### src/rtl/lab4_sys_net_router_switch_unit_pkg.sv
// Shared network package for the ring router switch unit:
// port indices, port count, message header and arbiter helpers.
package lab4_sys_net_router_switch_unit_pkg;

  localparam int N_PORTS = 3;

  localparam logic [1:0] LOCAL = 2'd0;
  localparam logic [1:0] CW    = 2'd1;
  localparam logic [1:0] CCW   = 2'd2;

  typedef struct packed {
    logic [1:0] dest;
    logic [1:0] src;
    logic [7:0] opaque;
  } net_msg_hdr_t;

  function automatic logic [1:0] port_inc(
    input logic [1:0] p
  );
    return (p == CCW) ? LOCAL : p + 2'd1;
  endfunction

  // First valid input found scanning ptr, ptr+1, ptr+2 (mod 3).
  function automatic logic [N_PORTS-1:0] rr_pick(
    input logic [N_PORTS-1:0] val,
    input logic [1:0]         ptr
  );
    logic [N_PORTS-1:0] g;
    logic [1:0]         p;
    g = '0;
    p = ptr;
    for (int k = 0; k < N_PORTS; k++) begin
      if (g == '0 && val[p]) g[p] = 1'b1;
      p = port_inc(p);
    end
    return g;
  endfunction

  function automatic logic [7:0] trace_char(
    input logic [N_PORTS-1:0] g
  );
    logic [7:0] c;
    c = " ";
    unique case (1'b1)
      g[0]:    c = "0";
      g[1]:    c = "1";
      g[2]:    c = "2";
      default: c = " ";
    endcase
    return c;
  endfunction

endpackage

### src/rtl/lab4_sys_net_router_switch_queue.sv
// Two-entry output FIFO of the switch unit; head drives the
// output stream straight from storage registers.
import lab4_sys_net_router_switch_unit_pkg::*;

module lab4_sys_net_router_switch_queue #(
  parameter int p_msg_nbits = 44
) (
  input  logic                   clk,
  input  logic                   reset,
  input  logic                   enq_val,
  input  logic [p_msg_nbits-1:0] enq_msg,
  output logic                   space,
  output logic                   deq_val,
  output logic [p_msg_nbits-1:0] deq_msg,
  input  logic                   deq_rdy
);

  logic [p_msg_nbits-1:0] mem [2];
  logic                   wr_ptr;
  logic                   rd_ptr;
  logic [1:0]             count;
  logic                   enq;
  logic                   deq;

  assign deq_val = (count != 2'd0);
  assign deq_msg = mem[rd_ptr];
  assign deq     = deq_val && deq_rdy;
  assign space   = (count < 2'd2) ||
                   (count == 2'd2 && deq);
  assign enq     = enq_val && space;

  always_ff @(posedge clk or negedge reset) begin
    if (!reset) begin
      wr_ptr <= 1'b0;
      rd_ptr <= 1'b0;
      count  <= 2'd0;
    end else begin
      if (enq) wr_ptr <= ~wr_ptr;
      if (deq) rd_ptr <= ~rd_ptr;
      unique case ({enq, deq})
        2'b10:   count <= count + 2'd1;
        2'b01:   count <= count - 2'd1;
        default: ;
      endcase
    end
  end

  // When full, the write slot equals the slot being drained.
  always_ff @(posedge clk) begin
    if (enq) mem[wr_ptr] <= enq_msg;
  end

endmodule

### src/rtl/lab4_sys_net_router_switch_unit.sv
// Ring router switch unit: round-robin merge of three inputs.
// Optional LAB4_SYS_NET_ROUTER_SWITCH_UNIT_STATS_EN grant counters.
import lab4_sys_net_router_switch_unit_pkg::*;

module lab4_sys_net_router_switch_unit #(
  parameter int p_msg_nbits = 44
) (
  input  logic                   clk,
  input  logic                   reset,
  input  logic [p_msg_nbits-1:0] istream_msg [N_PORTS],
  input  logic [N_PORTS-1:0]     istream_val,
  output logic [N_PORTS-1:0]     istream_rdy,
  output logic [p_msg_nbits-1:0] ostream_msg,
  output logic                   ostream_val,
  input  logic                   ostream_rdy
`ifdef LAB4_SYS_NET_ROUTER_SWITCH_UNIT_STATS_EN
  ,
  output logic [15:0]            grant_count [N_PORTS]
`endif
);

  logic [1:0]             ptr;
  logic                   space;
  logic [N_PORTS-1:0]     grant;
  logic [1:0]             gidx;
  logic [p_msg_nbits-1:0] enq_msg;

  always_comb begin
    grant = '0;
    if (space) grant = rr_pick(istream_val, ptr);
  end

  // Reset gates ready so nothing handshakes while held.
  assign istream_rdy = reset ? grant : '0;

  always_comb begin
    enq_msg = '0;
    gidx    = LOCAL;
    unique case (1'b1)
      grant[0]: begin
        enq_msg = istream_msg[0];
        gidx    = LOCAL;
      end
      grant[1]: begin
        enq_msg = istream_msg[1];
        gidx    = CW;
      end
      grant[2]: begin
        enq_msg = istream_msg[2];
        gidx    = CCW;
      end
      default: ;
    endcase
  end

  always_ff @(posedge clk or negedge reset) begin
    if (!reset) begin
      ptr <= LOCAL;
    end else if (|grant) begin
      ptr <= port_inc(gidx);
    end
  end

  lab4_sys_net_router_switch_queue #(
    .p_msg_nbits(p_msg_nbits)
  ) u_queue (
    .clk     (clk),
    .reset   (reset),
    .enq_val (|grant),
    .enq_msg (enq_msg),
    .space   (space),
    .deq_val (ostream_val),
    .deq_msg (ostream_msg),
    .deq_rdy (ostream_rdy)
  );

`ifdef LAB4_SYS_NET_ROUTER_SWITCH_UNIT_STATS_EN
  always_ff @(posedge clk or negedge reset) begin
    if (!reset) begin
      for (int i = 0; i < N_PORTS; i++)
        grant_count[i] <= '0;
    end else begin
      for (int i = 0; i < N_PORTS; i++)
        if (grant[i] && grant_count[i] != 16'hFFFF)
          grant_count[i] <= grant_count[i] + 16'd1;
    end
  end
`endif

endmodule

### config.mk
export PLATFORM = sky130hd
export DESIGN_NAME = lab4_sys_net_router_switch_unit
export DESIGN_NICKNAME = d
export VERILOG_FILES = /design/src/rtl/lab4_sys_net_router_switch_unit_pkg.sv /design/src/rtl/lab4_sys_net_router_switch_queue.sv /design/src/rtl/lab4_sys_net_router_switch_unit.sv
export SDC_FILE = /design/constraint.sdc
export NUM_CORES = 1
export LEC_CHECK = 0
export ABC_AREA = 1
export CORE_MARGIN = 5
export CORE_UTILIZATION = 49
export CTS_BUF_LIST = sky130_fd_sc_hd__clkbuf_4 sky130_fd_sc_hd__clkbuf_8
export CTS_CLUSTER_SIZE = 20
export DETAILED_ROUTE_END_ITERATION = 8
export GPL_TIMING_DRIVEN = 0
export PLACE_DENSITY = 0.95
export SETUP_SLACK_MARGIN = 0.02
export SKIP_LAST_GASP = 1
export SYNTH_ARGS = -nofsm -noshare
export SYNTH_HDL_FRONTEND = slang
export SYNTH_SLANG_ARGS = --single-unit
### constraint.sdc
create_clock -name clk -period 10.8 [get_ports clk]
set_input_delay 1.08 -clock clk [delete_from_list [all_inputs] [get_ports clk]]
set_output_delay 1.08 -clock clk [all_outputs]
set_load 0.03 [all_outputs]
==> results.sh <==
export IMPL_place_ws_ns=6.41
export IMPL_rsz0062_at_grt="false"
export IMPL_layout_drive_gt1_share_pct=14.9
export IMPL_fin_setup_tns_ns=0
export IMPL_core_um2=9680
export IMPL_synthCells=502
export IMPL_worst_setup_path_end_kind="primary output"
export IMPL_avgSynthCellArea_um2=9.62
export IMPL_placed_cells=822
export IMPL_max_freq_ghz=0.227
export IMPL_ys_async_sr_fraction_pct=6.38
export IMPL_grt_pass1_vias=4436
export IMPL_p_leak_nw=3.03
export IMPL_gp_congestion=0.813
export IMPL_reg2regPathDepth=13
export IMPL_grt_pass1_wl_um=20900
export IMPL_ys_types=37
export IMPL_syn_num_nets=641
export IMPL_yosysWarnings=0
export IMPL_hold_viol_final=0
export IMPL_worstSetupPathType="in2out"
export IMPL_powerDensity_nw_per_um2=365
export IMPL_first_pass_iters=5
export IMPL_irDropWorstVdd_mv=0.181
export IMPL_htreeDepth=3
export IMPL_worst_slack_ns=6.40
export IMPL_cts_tree="built"
export IMPL_final_cells=838
export IMPL_wirelength_um=13400
export IMPL_final_util_pct=73.6
export IMPL_status="finished, final reports clean"
export IMPL_ant_nets=0
export IMPL_post_cts_setup_buffer_count=0
export IMPL_dieWidth_um=109
export IMPL_hp_class="reg2reg"
export IMPL_synth_edff_count=88
export IMPL_synth_yosys_seq_area_share_pct=57.8
export IMPL_setup_viol=0
export IMPL_vias=4180
export IMPL_grt_overflow_total=0
export IMPL_max_cap_viol_count=0
export IMPL_start_kind="input pin"
export IMPL_post_cts_resized=0
export IMPL_worstMarginPinSlew_ns=0.716
export IMPL_ys_ff_latch=94
export IMPL_grt_max_degree=25
export IMPL_nets=839
export IMPL_drv_slew=0
export IMPL_io_pins=186
export IMPL_ys_flop_type="edfxtp_1"
export IMPL_synthTopCellsByArea="edfxtp_1 (55%), nand2_1 (19%), nand3_2 (5.6%), nand2_2 (4.3%), dfrtp_1 (3.1%)"
export IMPL_detailed_place_hpwl_um=10500
export IMPL_cts_root_buffer="clkbuf_8"
export IMPL_clock_skew_ns=0.00677
export IMPL_clk_latency_ns=0.36
export IMPL_chipHeight_um=109
export IMPL_drtIter0Drc=239
export IMPL_worst_endpoint_arrival_ns=3.32
export IMPL_yosysTopAreaCellShare_pct=54.7
export IMPL_num_antenna_cells=0
export IMPL_min_period_ns=4.40
export IMPL_holdPathStages=1
export IMPL_yosysTopAreaCell="edfxtp_1"
export IMPL_initial_core_util_pct=49.9
export IMPL_viasPerCell=4.99
export IMPL_cts_hold_buf=0
export IMPL_clock_sinks=94
export IMPL_slew_headroom_pct=52.1
export IMPL_fin_crit_sh_pct=40.7
export IMPL_dieArea_um2=11900
export IMPL_rows=36
export IMPL_port_buffers=185
export IMPL_clk_pin_slew_ns=0.09
export IMPL_syn_area_um2=4830
export IMPL_grt_use_total_pct=23.0
export IMPL_drc=0
export IMPL_crit_required_ns=9.72
export IMPL_clock_path_buffers=2
export IMPL_wire_per_inst_um=16.0
export IMPL_antenna_found_initial=0
export IMPL_syn2layout_area_growth_pct=47.6
export IMPL_critical_path_max_fanout=6
export IMPL_cts_made_buffers=9
export IMPL_fin_hold_ws_ns=0.530
==> layout by cell type, fill, tap and decap left out, drive strengths merged <==
cell / Yosys / layout
nand3: 52 / 52
inv: 19 / 19
edfxtp: 88 / 88
o21ai: 3 / 3
o2111ai: 1 / 1
xor2: 2 / 2
clkdlybuf4s50: 0 / 185
a21oi: 3 / 3
bufinv: 0 / 2
dfrtp: 6 / 6
o211ai: 1 / 1
clkinv: 1 / 4
ha: 1 / 1
nand2: 282 / 282
clkinvlp: 0 / 1
o21bai: 1 / 1
nor2: 11 / 11
a22oi: 1 / 1
nand4: 5 / 5
buf: 13 / 15
nor3: 1 / 1
xnor2: 1 / 1
clkbuf: 10 / 20
==> report_power, final <==
part | switching [mW] | internal, mW
clock | 0.121 | 0.133
combinational | 0.989 | 0.564
sequential | 0.0513 | 0.741
total | 1.16 | 1.44
==> area by class of cell <==
cell class | count | area, um^2
buffer | 23 | 179
inverter | 20 | 87.6
fill | 701 | 2560
clock buffer | 10 | 131
multi-input combinational | 365 | 1780
clock inverter | 6 | 86.3
sequential | 94 | 2790
tap | 133 | 166
timing repair buffer | 187 | 1910
==> flip-flops by register name (all words and copies together) (netlist names) <==
name and count:
ptr 2, u_queue.wr_ptr 1, u_queue.rd_ptr 1, u_queue.mem 88, u_queue.count 2
==> Yosys cell counts (2+ instances only) <==
master and instances:
clkbuf_1 10, buf_2 2, nand2_2 33, inv_1 15, nand2_1 248, inv_4 2
dfrtp_1 6, nand4_1 4, buf_12 3, nand3_2 27, a21oi_1 3, nor2_1 9
buf_4 4, edfxtp_1 88, xor2_1 2, nand3_1 24, buf_6 2
==> metal layers <==
layer  vias up  routed length [um]  global-route usage [%]
li1       2034                   -                       -
met1      1917                4690                    24.7
met2       202                7180                    43.1
met3        27                1190                    5.51
met4         0                 333                    9.44
met5         -                   0                       0
==> worst max-delay path: stages <==
cell and delay [ns]:
clkdlybuf4s50_1 0.59, inv_1 0.11, a22oi_2 0.17, o21ai_1 0.14, nor2_2 0.16, nand4_1 0.11, nand2_2 0.10, nand2_4 0.09
nor2_1 0.10, clkdlybuf4s50_1 0.67
==> per-stage QoR <==
| step | power (mW) | cell area, um^2 |
|---|---|---|
| floorplan | 1.76 | 4830 |
| finish | 2.60 | 7130 |
| global placement | 2.26 | 6850 |
| global route | 2.77 | 7130 |
| CTS | 2.62 | 7130 |
| detailed placement | 2.37 | 6910 |
==> final timing paths <==
kind                                      endpoint             start  slack [ns]
worst min-delay path              u_queue.count[0]  u_queue.count[0]        0.53
max in group asynchronous           u_queue.wr_ptr             reset        9.58
worst max register to register  u_queue.mem[1][12]            ptr[1]        8.08
worst min register to register    u_queue.count[0]  u_queue.count[0]        0.53
min in group asynchronous         u_queue.count[1]             reset        0.98
worst max-delay path                istream_rdy[2]    istream_val[1]        6.40
==> logic make-up after synthesis <==
kind of cell             synth area share (%)
AND/OR/NAND/NOR                          34.3
buffers and inverters                    5.52
adder cells (fa/ha/maj)                 0.259
XOR/XNOR                                0.544
AO/OA/AOI/OAI                            1.55
flip-flops                               57.8
No activity file was read; power rests on OpenSTA's default activity.
